## src/rtl/decoder_xx6812.sv

```systemverilog
// One-wire WS2812/SK6812 stream decoder: recovers pixel words, LED index and frame gaps.
// Optional DECODER_FORWARD_EN adds serial_data_out, forwarding the line after the first word.
module decoder_xx6812 #(
    parameter int WORD_BITS        = 24,
    parameter int THRESHOLD_CYCLES = 7,
    parameter int MIN_HIGH_CYCLES  = 2,
    parameter int RESET_CYCLES     = 960
) (
    input  logic                 clock,
    input  logic                 reset,
    input  logic                 serial_data_in,
    output logic [WORD_BITS-1:0] parallel_data_out,
    output logic                 data_ready,
    output logic [8:0]           led_index,
    output logic                 frame_done,
    output logic                 bit_error
`ifdef DECODER_FORWARD_EN
    ,
    output logic                 serial_data_out
`endif
);

    localparam int CNT_W = $clog2(RESET_CYCLES + 1);
    localparam int BC_W  = $clog2(WORD_BITS + 1);
    localparam logic [CNT_W-1:0] CNT_LAST  = CNT_W'(RESET_CYCLES - 1);
    localparam logic [CNT_W-1:0] CNT_ONE   = CNT_W'(1);
    localparam logic [CNT_W-1:0] CNT_THR   = CNT_W'(THRESHOLD_CYCLES);
    localparam logic [CNT_W-1:0] CNT_MIN   = CNT_W'(MIN_HIGH_CYCLES);
    localparam logic [BC_W-1:0]  BIT_LAST  = BC_W'(WORD_BITS - 1);

    typedef enum logic [1:0] {SYNC, IDLE, HIGH, LOW} state_t;

    state_t               state, state_nxt;
    logic                 sync_p0, sync_p1;
    logic [CNT_W-1:0]     cnt, cnt_nxt;
    logic [BC_W-1:0]      bit_cnt, bit_cnt_nxt;
    logic [WORD_BITS-1:0] shreg, shreg_nxt, new_word;
    logic [WORD_BITS-1:0] data_nxt;
    logic [8:0]           word_cnt, word_cnt_nxt, index_nxt;
    logic                 ready_nxt, done_nxt, err_nxt, clear_frame, bit_val;

    always_comb begin
        state_nxt    = state;
        cnt_nxt      = cnt;
        bit_cnt_nxt  = bit_cnt;
        shreg_nxt    = shreg;
        data_nxt     = parallel_data_out;
        word_cnt_nxt = word_cnt;
        index_nxt    = led_index;
        ready_nxt    = 1'b0;
        done_nxt     = 1'b0;
        err_nxt      = 1'b0;
        clear_frame  = 1'b0;
        bit_val      = (cnt >= CNT_THR);
        new_word     = {shreg[WORD_BITS-2:0], bit_val};

        case (state)
            SYNC: begin
                if (sync_p1) begin
                    cnt_nxt = '0;
                end else if (cnt == CNT_LAST) begin
                    cnt_nxt   = '0;
                    state_nxt = IDLE;
                end else begin
                    cnt_nxt = cnt + CNT_ONE;
                end
            end
            IDLE: begin
                bit_cnt_nxt = '0;
                if (sync_p1) begin
                    cnt_nxt   = CNT_ONE;
                    state_nxt = HIGH;
                end
            end
            HIGH: begin
                // Stuck-high and runt pulses both abandon the frame and resynchronise.
                if ((sync_p1 && cnt == CNT_LAST) || (!sync_p1 && cnt < CNT_MIN)) begin
                    err_nxt      = 1'b1;
                    clear_frame  = 1'b1;
                    cnt_nxt      = '0;
                    bit_cnt_nxt  = '0;
                    word_cnt_nxt = '0;
                    state_nxt    = SYNC;
                end else if (sync_p1) begin
                    cnt_nxt = cnt + CNT_ONE;
                end else begin
                    shreg_nxt = new_word;
                    cnt_nxt   = CNT_ONE;
                    state_nxt = LOW;
                    if (bit_cnt == BIT_LAST) begin
                        data_nxt     = new_word;
                        ready_nxt    = 1'b1;
                        index_nxt    = word_cnt;
                        word_cnt_nxt = (word_cnt == 9'd511) ? word_cnt : word_cnt + 9'd1;
                        bit_cnt_nxt  = '0;
                    end else begin
                        bit_cnt_nxt = bit_cnt + BC_W'(1);
                    end
                end
            end
            LOW: begin
                if (sync_p1) begin
                    cnt_nxt   = CNT_ONE;
                    state_nxt = HIGH;
                end else if (cnt == CNT_LAST) begin
                    err_nxt      = (bit_cnt != '0);
                    done_nxt     = (word_cnt != '0);
                    clear_frame  = 1'b1;
                    index_nxt    = '0;
                    word_cnt_nxt = '0;
                    bit_cnt_nxt  = '0;
                    cnt_nxt      = '0;
                    state_nxt    = IDLE;
                end else begin
                    cnt_nxt = cnt + CNT_ONE;
                end
            end
            default: state_nxt = SYNC;
        endcase
    end

    // Stage p0/p1: two-flop synchronizer; decoder state advances on sync_p1.
    always_ff @(posedge clock) begin
        if (!reset) begin
            sync_p0           <= 1'b0;
            sync_p1           <= 1'b0;
            state             <= SYNC;
            cnt               <= '0;
            bit_cnt           <= '0;
            shreg             <= '0;
            word_cnt          <= '0;
            parallel_data_out <= '0;
            led_index         <= '0;
            data_ready        <= 1'b0;
            frame_done        <= 1'b0;
            bit_error         <= 1'b0;
        end else begin
            sync_p0           <= serial_data_in;
            sync_p1           <= sync_p0;
            state             <= state_nxt;
            cnt               <= cnt_nxt;
            bit_cnt           <= bit_cnt_nxt;
            shreg             <= shreg_nxt;
            word_cnt          <= word_cnt_nxt;
            parallel_data_out <= data_nxt;
            led_index         <= index_nxt;
            data_ready        <= ready_nxt;
            frame_done        <= done_nxt;
            bit_error         <= err_nxt;
        end
    end

`ifdef DECODER_FORWARD_EN
    logic line_p2, fwd_en, fwd_en_nxt;

    always_comb begin
        fwd_en_nxt = fwd_en;
        if (clear_frame)
            fwd_en_nxt = 1'b0;
        else if (ready_nxt)
            fwd_en_nxt = 1'b1;
    end

    // Stage p2 and output register: forwarded line lags sync_p1 by two cycles.
    always_ff @(posedge clock) begin
        if (!reset) begin
            line_p2         <= 1'b0;
            fwd_en          <= 1'b0;
            serial_data_out <= 1'b0;
        end else begin
            line_p2         <= sync_p1;
            fwd_en          <= fwd_en_nxt;
            serial_data_out <= fwd_en ? line_p2 : 1'b0;
        end
    end
`endif

endmodule

```

## config.mk

```make
export PLATFORM = sky130hd
export DESIGN_NAME = decoder_xx6812
export DESIGN_NICKNAME = d
export VERILOG_FILES = /design/src/rtl/decoder_xx6812.sv
export SDC_FILE = /design/constraint.sdc
export NUM_CORES = 1
export LEC_CHECK = 0
export BUFFER_PORTS_ARGS = -buffer_cell sky130_fd_sc_hd__clkbuf_2
export CAP_MARGIN = 25
export CORE_UTILIZATION = 44
export CTS_BUF_LIST = sky130_fd_sc_hd__clkbuf_8
export DETAILED_ROUTE_END_ITERATION = 16
export MAX_ROUTING_LAYER = met4
export PLACE_DENSITY = 0.72
export SLEW_MARGIN = 15
export SYNTH_ARGS = -nofsm -noshare
export SYNTH_HDL_FRONTEND = slang
export SYNTH_SLANG_ARGS = --single-unit
```

## constraint.sdc

```tcl
create_clock -name clock -period 5.6 [get_ports clock]
set_clock_uncertainty 0.15 [all_clocks]
set_input_delay 1.12 -clock clock [delete_from_list [all_inputs] [get_ports clock]]
set_output_delay 1.12 -clock clock [all_outputs]
set_load 0.03 [all_outputs]
```

==> results of run 1 <==
state kept, by name, summed over array words and instances (netlist names):
| name | count |
|---|---|
| bit_cnt | 5 |
| bit_error | 1 |
| cnt | 10 |
| data_ready | 1 |
| frame_done | 1 |
| led_index | 9 |
| parallel_data_out | 24 |
| shreg | 23 |
| state | 2 |
| sync_p0 | 1 |
| sync_p1 | 1 |
| word_cnt | 9 |
synth_stat cells, types with 2 or more instances:
library cell | instances | area share
dfxtp_1 | 87 | 0.42
a21oi_1 | 54 | 0.065
nand4_1 | 40 | 0.061
nand3_1 | 35 | 0.042
clkbuf_1 | 29 | 0.026
nand2_1 | 27 | 0.025
o31ai_1 | 27 | 0.049
o21ai_0 | 26 | 0.032
inv_1 | 17 | 0.015
nor2_1 | 14 | 0.013
buf_2 | 12 | 0.015
o22ai_1 | 9 | 0.014
nor3_1 | 7 | 0.0085
nor4_1 | 7 | 0.011
o221ai_1 | 7 | 0.015
a31oi_1 | 6 | 0.0091
ha_1 | 6 | 0.018
xor2_1 | 6 | 0.013
and2_1 | 5 | 0.0076
a311oi_1 | 4 | 0.0085
and3_1 | 4 | 0.0061
nand2b_1 | 4 | 0.0061
o21ai_1 | 4 | 0.0048
a41oi_1 | 3 | 0.0064
buf_6 | 3 | 0.0082
mux2i_1 | 3 | 0.0073
o31a_1 | 3 | 0.0064
a22o_1 | 2 | 0.0042
and4b_1 | 2 | 0.0048
nand3_2 | 2 | 0.0048
nand4b_1 | 2 | 0.0042
nor3_2 | 2 | 0.0048
nor4b_1 | 2 | 0.0042
final cells by class:
cell class,instances,area (um2)
flip-flops and latches,87,1740
multi-input cells,333,2120
inverters,17,63.8
clock buffers,10,138
well taps,108,135
fillers,832,4370
repair buffers,43,240
clock inverters,6,81.3
report_power, final:
group | leakage [nW] | switching [mW] | total, mW | internal, mW
Sequential | 0.701 | 0.00385 | 0.624 | 0.621
Clock | 0.109 | 0.244 | 0.470 | 0.225
Combinational | 0.742 | 0.0556 | 0.0674 | 0.0118
Total | 1.55 | 0.304 | 1.16 | 0.858
cell families (layout without fill, tap and decap cells):
kind of cell             Yosys count  count (layout)  share of synthesized area
adder cells (fa/ha/maj)            6               6                     0.0182
AO/OA/AOI/OAI                    155             155                      0.242
AND/OR/NAND/NOR                  162             162                      0.228
flip-flops                        87              87                      0.422
buffers and inverters             63              76                     0.0673
XOR/XNOR                           7               7                     0.0148
multiplexers                       3               3                    0.00727
worst max-delay path, stage by stage:
cell and delay (ps):
clkbuf_2 300, inv_1 160, buf_4 510, nor2_1 140
a221oi_2 550, nor2_1 100
worst max path at each step:
stage,start,to,depth (start not counted)
5_1_grt,reset,cnt[2],6
6_report,reset,cnt[8],6
4_1_cts,reset,cnt[8],6
2_1_floorplan,reset,shreg[0],5
3_3_place_gp,reset,cnt[4],6
3_5_place_dp,reset,cnt[8],6
metal layers:
metal | up-vias | track usage | share of wire
li1 | 1856 | - | -
met1 | 1796 | 0.289 | 0.49
met2 | 112 | 0.323 | 0.45
met3 | 7 | 0.0525 | 0.051
met4 | 0 | 0.0505 | 0.0074
met5 | - | - | 0
==> flow_summary.json, run 1 <==
{
  "layout.nets": 500,
  "hold-path-cell-count": 1,
  "ys_seq_area_frac": 0.422,
  "clk_path_buf_depth": 2,
  "core_um2": 8890,
  "design_area_um2": 4520,
  "path_class": "in2reg",
  "die_w_um": 98.9,
  "syn_area_um2": 4130,
  "drive_gt1_frac": 0.145,
  "via_per_inst": 6.24,
  "synth-seq-cells": 87,
  "post_cts_buffers": 0,
  "synthCells": 483,
  "r2r_start": "bit_cnt[0]",
  "min_to": "sync_p1",
  "worst_pin_slew_ps": 989,
  "cts_tree": "yes",
  "p_per_area_nw_per_um2": 257,
  "whs_ps": 310,
  "grt_max_degree": 60,
  "drt_iter0_drc": 328,
  "ctsRootBufferMaster": "clkbuf_8",
  "setup_ws_ps": 2780,
  "ys.flop_type": "dfxtp_1",
  "slew_viol_final": 0,
  "setup-violations-final": 0,
  "final_hold_viol_count": 0,
  "post-route-min-period_ps": 2820,
  "rsz0062_at_grt": "false",
  "cap_violations": 0,
  "async_reset_ff_frac": 0,
  "h-tree-depth": 3,
  "post_drt_wl_per_cell_um": 16.1,
  "r2r_slack_ps": 3030,
  "min_period_over_period": 0.504,
  "ir_worst_vdd_mv": 0.128,
  "place.gp.congestion": 0.880,
  "cts_made_buffers": 9,
  "min_from": "sync_p0",
  "grt_antenna_before_repair": 0,
  "critical_path_arrival_ps": 2900,
  "synth_edf_count": 0,
  "rows": 34,
  "cts_resized": 0,
  "first_pass_iters": 5,
  "dr_total_vias": 3771,
  "clk_pin_slew_worst_paths_ps": 100,
  "syn_nets": 492,
  "min_path_type": "reg2reg",
  "worst-r2r-cell-count": 4,
  "max_freq_mhz": 354,
  "numPortBuffers": 38,
  "dieArea_um2": 9780,
  "place_area_um2": 4280,
  "critical_path.max_fanout": 58,
  "layout_commonest_cell": "dfxtp_1",
  "dieHeight_um": 98.9,
  "drc": 0,
  "worst_setup_path_end_kind": "register",
  "area_growth_pct": 9.39,
  "p_leak_nw": 1.55,
  "wl_mm": 9.73,
  "cts.sinks": 87,
  "diodes": 0,
  "grt_pass1_wl_mm": 16.8,
  "status": "finished, final reports clean",
  "grt_pass1_vias": 3401,
  "fin_setup_tns_ps": 0,
  "fin_util": 0.508,
  "post-place-ws_ps": 2390,
  "ys_warn_count": 0,
  "synth.distinct_cells": 55,
  "totalPowerFinal_mw": 1.16,
  "io_pins": 39,
  "antenna_left": 0,
  "start_util": 0.464,
  "final_cells": 604,
  "dp_cells": 587,
  "dp_hpwl_mm": 6.03,
  "max_slew_margin": 0.340,
  "ctsHoldBuffers": 0,
  "syn_area_per_cell_um2": 8.55,
  "r2r-end": "led_index[8]",
  "grt_use_total": 0.214,
  "overflow": 0,
  "cp-start-kind": "primary input",
  "clk_latency_ps": 360,
  "worstPathRequired_ps": 5680,
  "layout_common_cells": "dfxtp_1 (87), a21oi_1 (54), nand4_1 (40)"
}
Power figures use the tool's default switching activity.
==> run 2, diff against run 1 <==
==> constraint.sdc (replaced) <==
create_clock -name clock -period 2.7 [get_ports clock]
set_clock_uncertainty 0.15 [all_clocks]
set_input_delay 0.54 -clock clock [delete_from_list [all_inputs] [get_ports clock]]
set_output_delay 0.54 -clock clock [all_outputs]
set_load 0.03 [all_outputs]
==> flow_summary.json, run 2 (same netlist as run 1, synthesis figures left out) <==
{
  "status": "finished, final reports clean",
  "ctsRootBufferMaster": "clkbuf_8",
  "critPathSlowestCell": "nand4_1",
  "place_area_um2": 4370,
  "overflow": 0,
  "cp-start-kind": "register",
  "numPortBuffers": 38,
  "die_w_um": 98.9,
  "ctsHoldBuffers": 0,
  "cts_resized": 0,
  "area_growth_pct": 10.1,
  "hold-path-cell-count": 2,
  "min_path_type": "in2reg",
  "p_leak_nw": 1.58,
  "design_area_um2": 4550,
  "h-tree-depth": 3,
  "max_stage_delay_ps": 430,
  "drive_gt1_frac": 0.155,
  "start_util": 0.464,
  "core_um2": 8890,
  "post_drt_wl_per_cell_um": 16.0,
  "cts_made_buffers": 9,
  "grt_antenna_before_repair": 0,
  "via_per_inst": 6.18,
  "worst_pin_slew_ps": 713,
  "crit_family": "simple AND/OR/NAND/NOR gates",
  "fin_setup_tns_ps": 0,
  "grt_pass1_wl_mm": 16.5,
  "fillers": 846,
  "wl_mm": 9.79,
  "path_cells": "ha_1 > and2_1 > nand4_1 > nand4_1 > o221ai_1",
  "dp_hpwl_mm": 6.36,
  "place.gp.congestion": 0.848,
  "layout_commonest_cell": "dfxtp_1",
  "dieHeight_um": 98.9,
  "min_period_over_period": 0.873,
  "cp.depth": 5,
  "drt_iter0_drc": 354,
  "final_hold_viol_count": 0,
  "critical_path.max_fanout": 12,
  "diodes": 0,
  "rows": 34,
  "grt_use_total": 0.215,
  "drc": 0,
  "clk_pin_slew_worst_paths_ps": 90,
  "ir_worst_vdd_mv": 0.225,
  "cap_violations": 0,
  "post-route-min-period_ps": 2360,
  "whs_ps": 235,
  "post_cts_buffers": 0,
  "worstPathRequired_ps": 2780,
  "reg.largest.list": "parallel_data_out: 24 flops, shreg: 23 flops, cnt: 10 flops",
  "p_per_area_nw_per_um2": 504,
  "clk_latency_ps": 360,
  "max_slew_margin": 0.524,
  "rsz0062_at_grt": "false",
  "path_class": "reg2reg",
  "dr_total_vias": 3769,
  "antenna_left": 0,
  "cts_tree": "yes",
  "layout_common_cells": "dfxtp_1 (87), a21oi_1 (54), nand4_1 (40)",
  "grt_max_degree": 53,
  "first_pass_iters": 5,
  "io_pins": 39,
  "cts.sinks": 87,
  "worst_setup_path_end_kind": "register",
  "top_register": "parallel_data_out",
  "clk_path_buf_depth": 2,
  "crit_buf_inv": 0,
  "dieArea_um2": 9780,
  "register_area_um2": 1740,
  "max_freq_mhz": 424,
  "critPathMostFrequentCell": "nand4_1",
  "layout.nets": 506,
  "multi_input_area_um2": 2120,
  "grt_pass1_vias": 3453,
  "largest_register_ffs": 24,
  "slew_viol_final": 0,
  "critical_path_arrival_ps": 2430,
  "setup-violations-final": 0,
  "worst-r2r-cell-count": 5
}
==> run 2: changes by cell type in the layout (fill, tap and decap cells not counted) <==
| cell | previous run | this run |
|---|---|---|
| buf_12 | 1 | 3 |
| buf_4 | 4 | 8 |
| bufinv_16 | 1 | 0 |
| clkbuf_8 | 10 | 9 |
| clkinv_2 | 0 | 2 |
| clkinv_4 | 4 | 1 |
| clkinv_8 | 1 | 0 |
| clkinvlp_4 | 0 | 1 |
| inv_6 | 0 | 2 |
| inv_8 | 0 | 1 |
==> run 2: power breakdown <==
group	switching (mW)	internal [mW]
Combinational	0.117	0.0376
Sequential	0.00789	1.29
Clock	0.499	0.345
==> run 2: worst register-to-register path, cell delays in order, from the launching register on <==
cell	delay (ps)
dfxtp_1	420
ha_1	210
and2_1	410
nand4_1	430
nand4_1	420
o221ai_1	180
==> run 2: path summary, 6_finish.rpt <==
| path | startpoint | end | slack (ps) |
|---|---|---|---|
| setup / recovery | cnt[0] | word_cnt[6] | 340 |
| hold / removal | serial_data_in | sync_p0 | 230 |
| setup reg to reg | cnt[0] | word_cnt[6] | 340 |
| hold reg to reg | led_index[2] | led_index[2] | 310 |
==> run 2: layout make-up <==
class                      instances  share of cell area
sequential                        87               0.383
tap                              108              0.0297
multi-input combinational        333               0.466
clock inverter                     7              0.0121
timing repair buffer              49              0.0682
inverter                          17              0.0140
clock buffer                       9              0.0272
==> run 2: through the flow <==
| stage | power, mW | instances | util | setup WS [ps] |
|---|---|---|---|---|
| floorplan | 1.45 | 483 | - | 632 |
| detailed placement | 1.48 | 594 | 0.491 | 379 |
| global route | 2.39 | 610 | 0.511 | 221 |
| global placement | 1.48 | 594 | 0.491 | 473 |
| CTS | 2.32 | 610 | 0.511 | 358 |
| finish | 2.29 | 610 | 0.511 | 343 |
==> run 2: routing by layer <==
metal  track usage  vias up  routed length, um
li1              -     1857                  -
met1         0.282     1822               4790
met3        0.0340        9                357
met5             -        -                  0
met4        0.0918        0                105
met2         0.327       81               4540
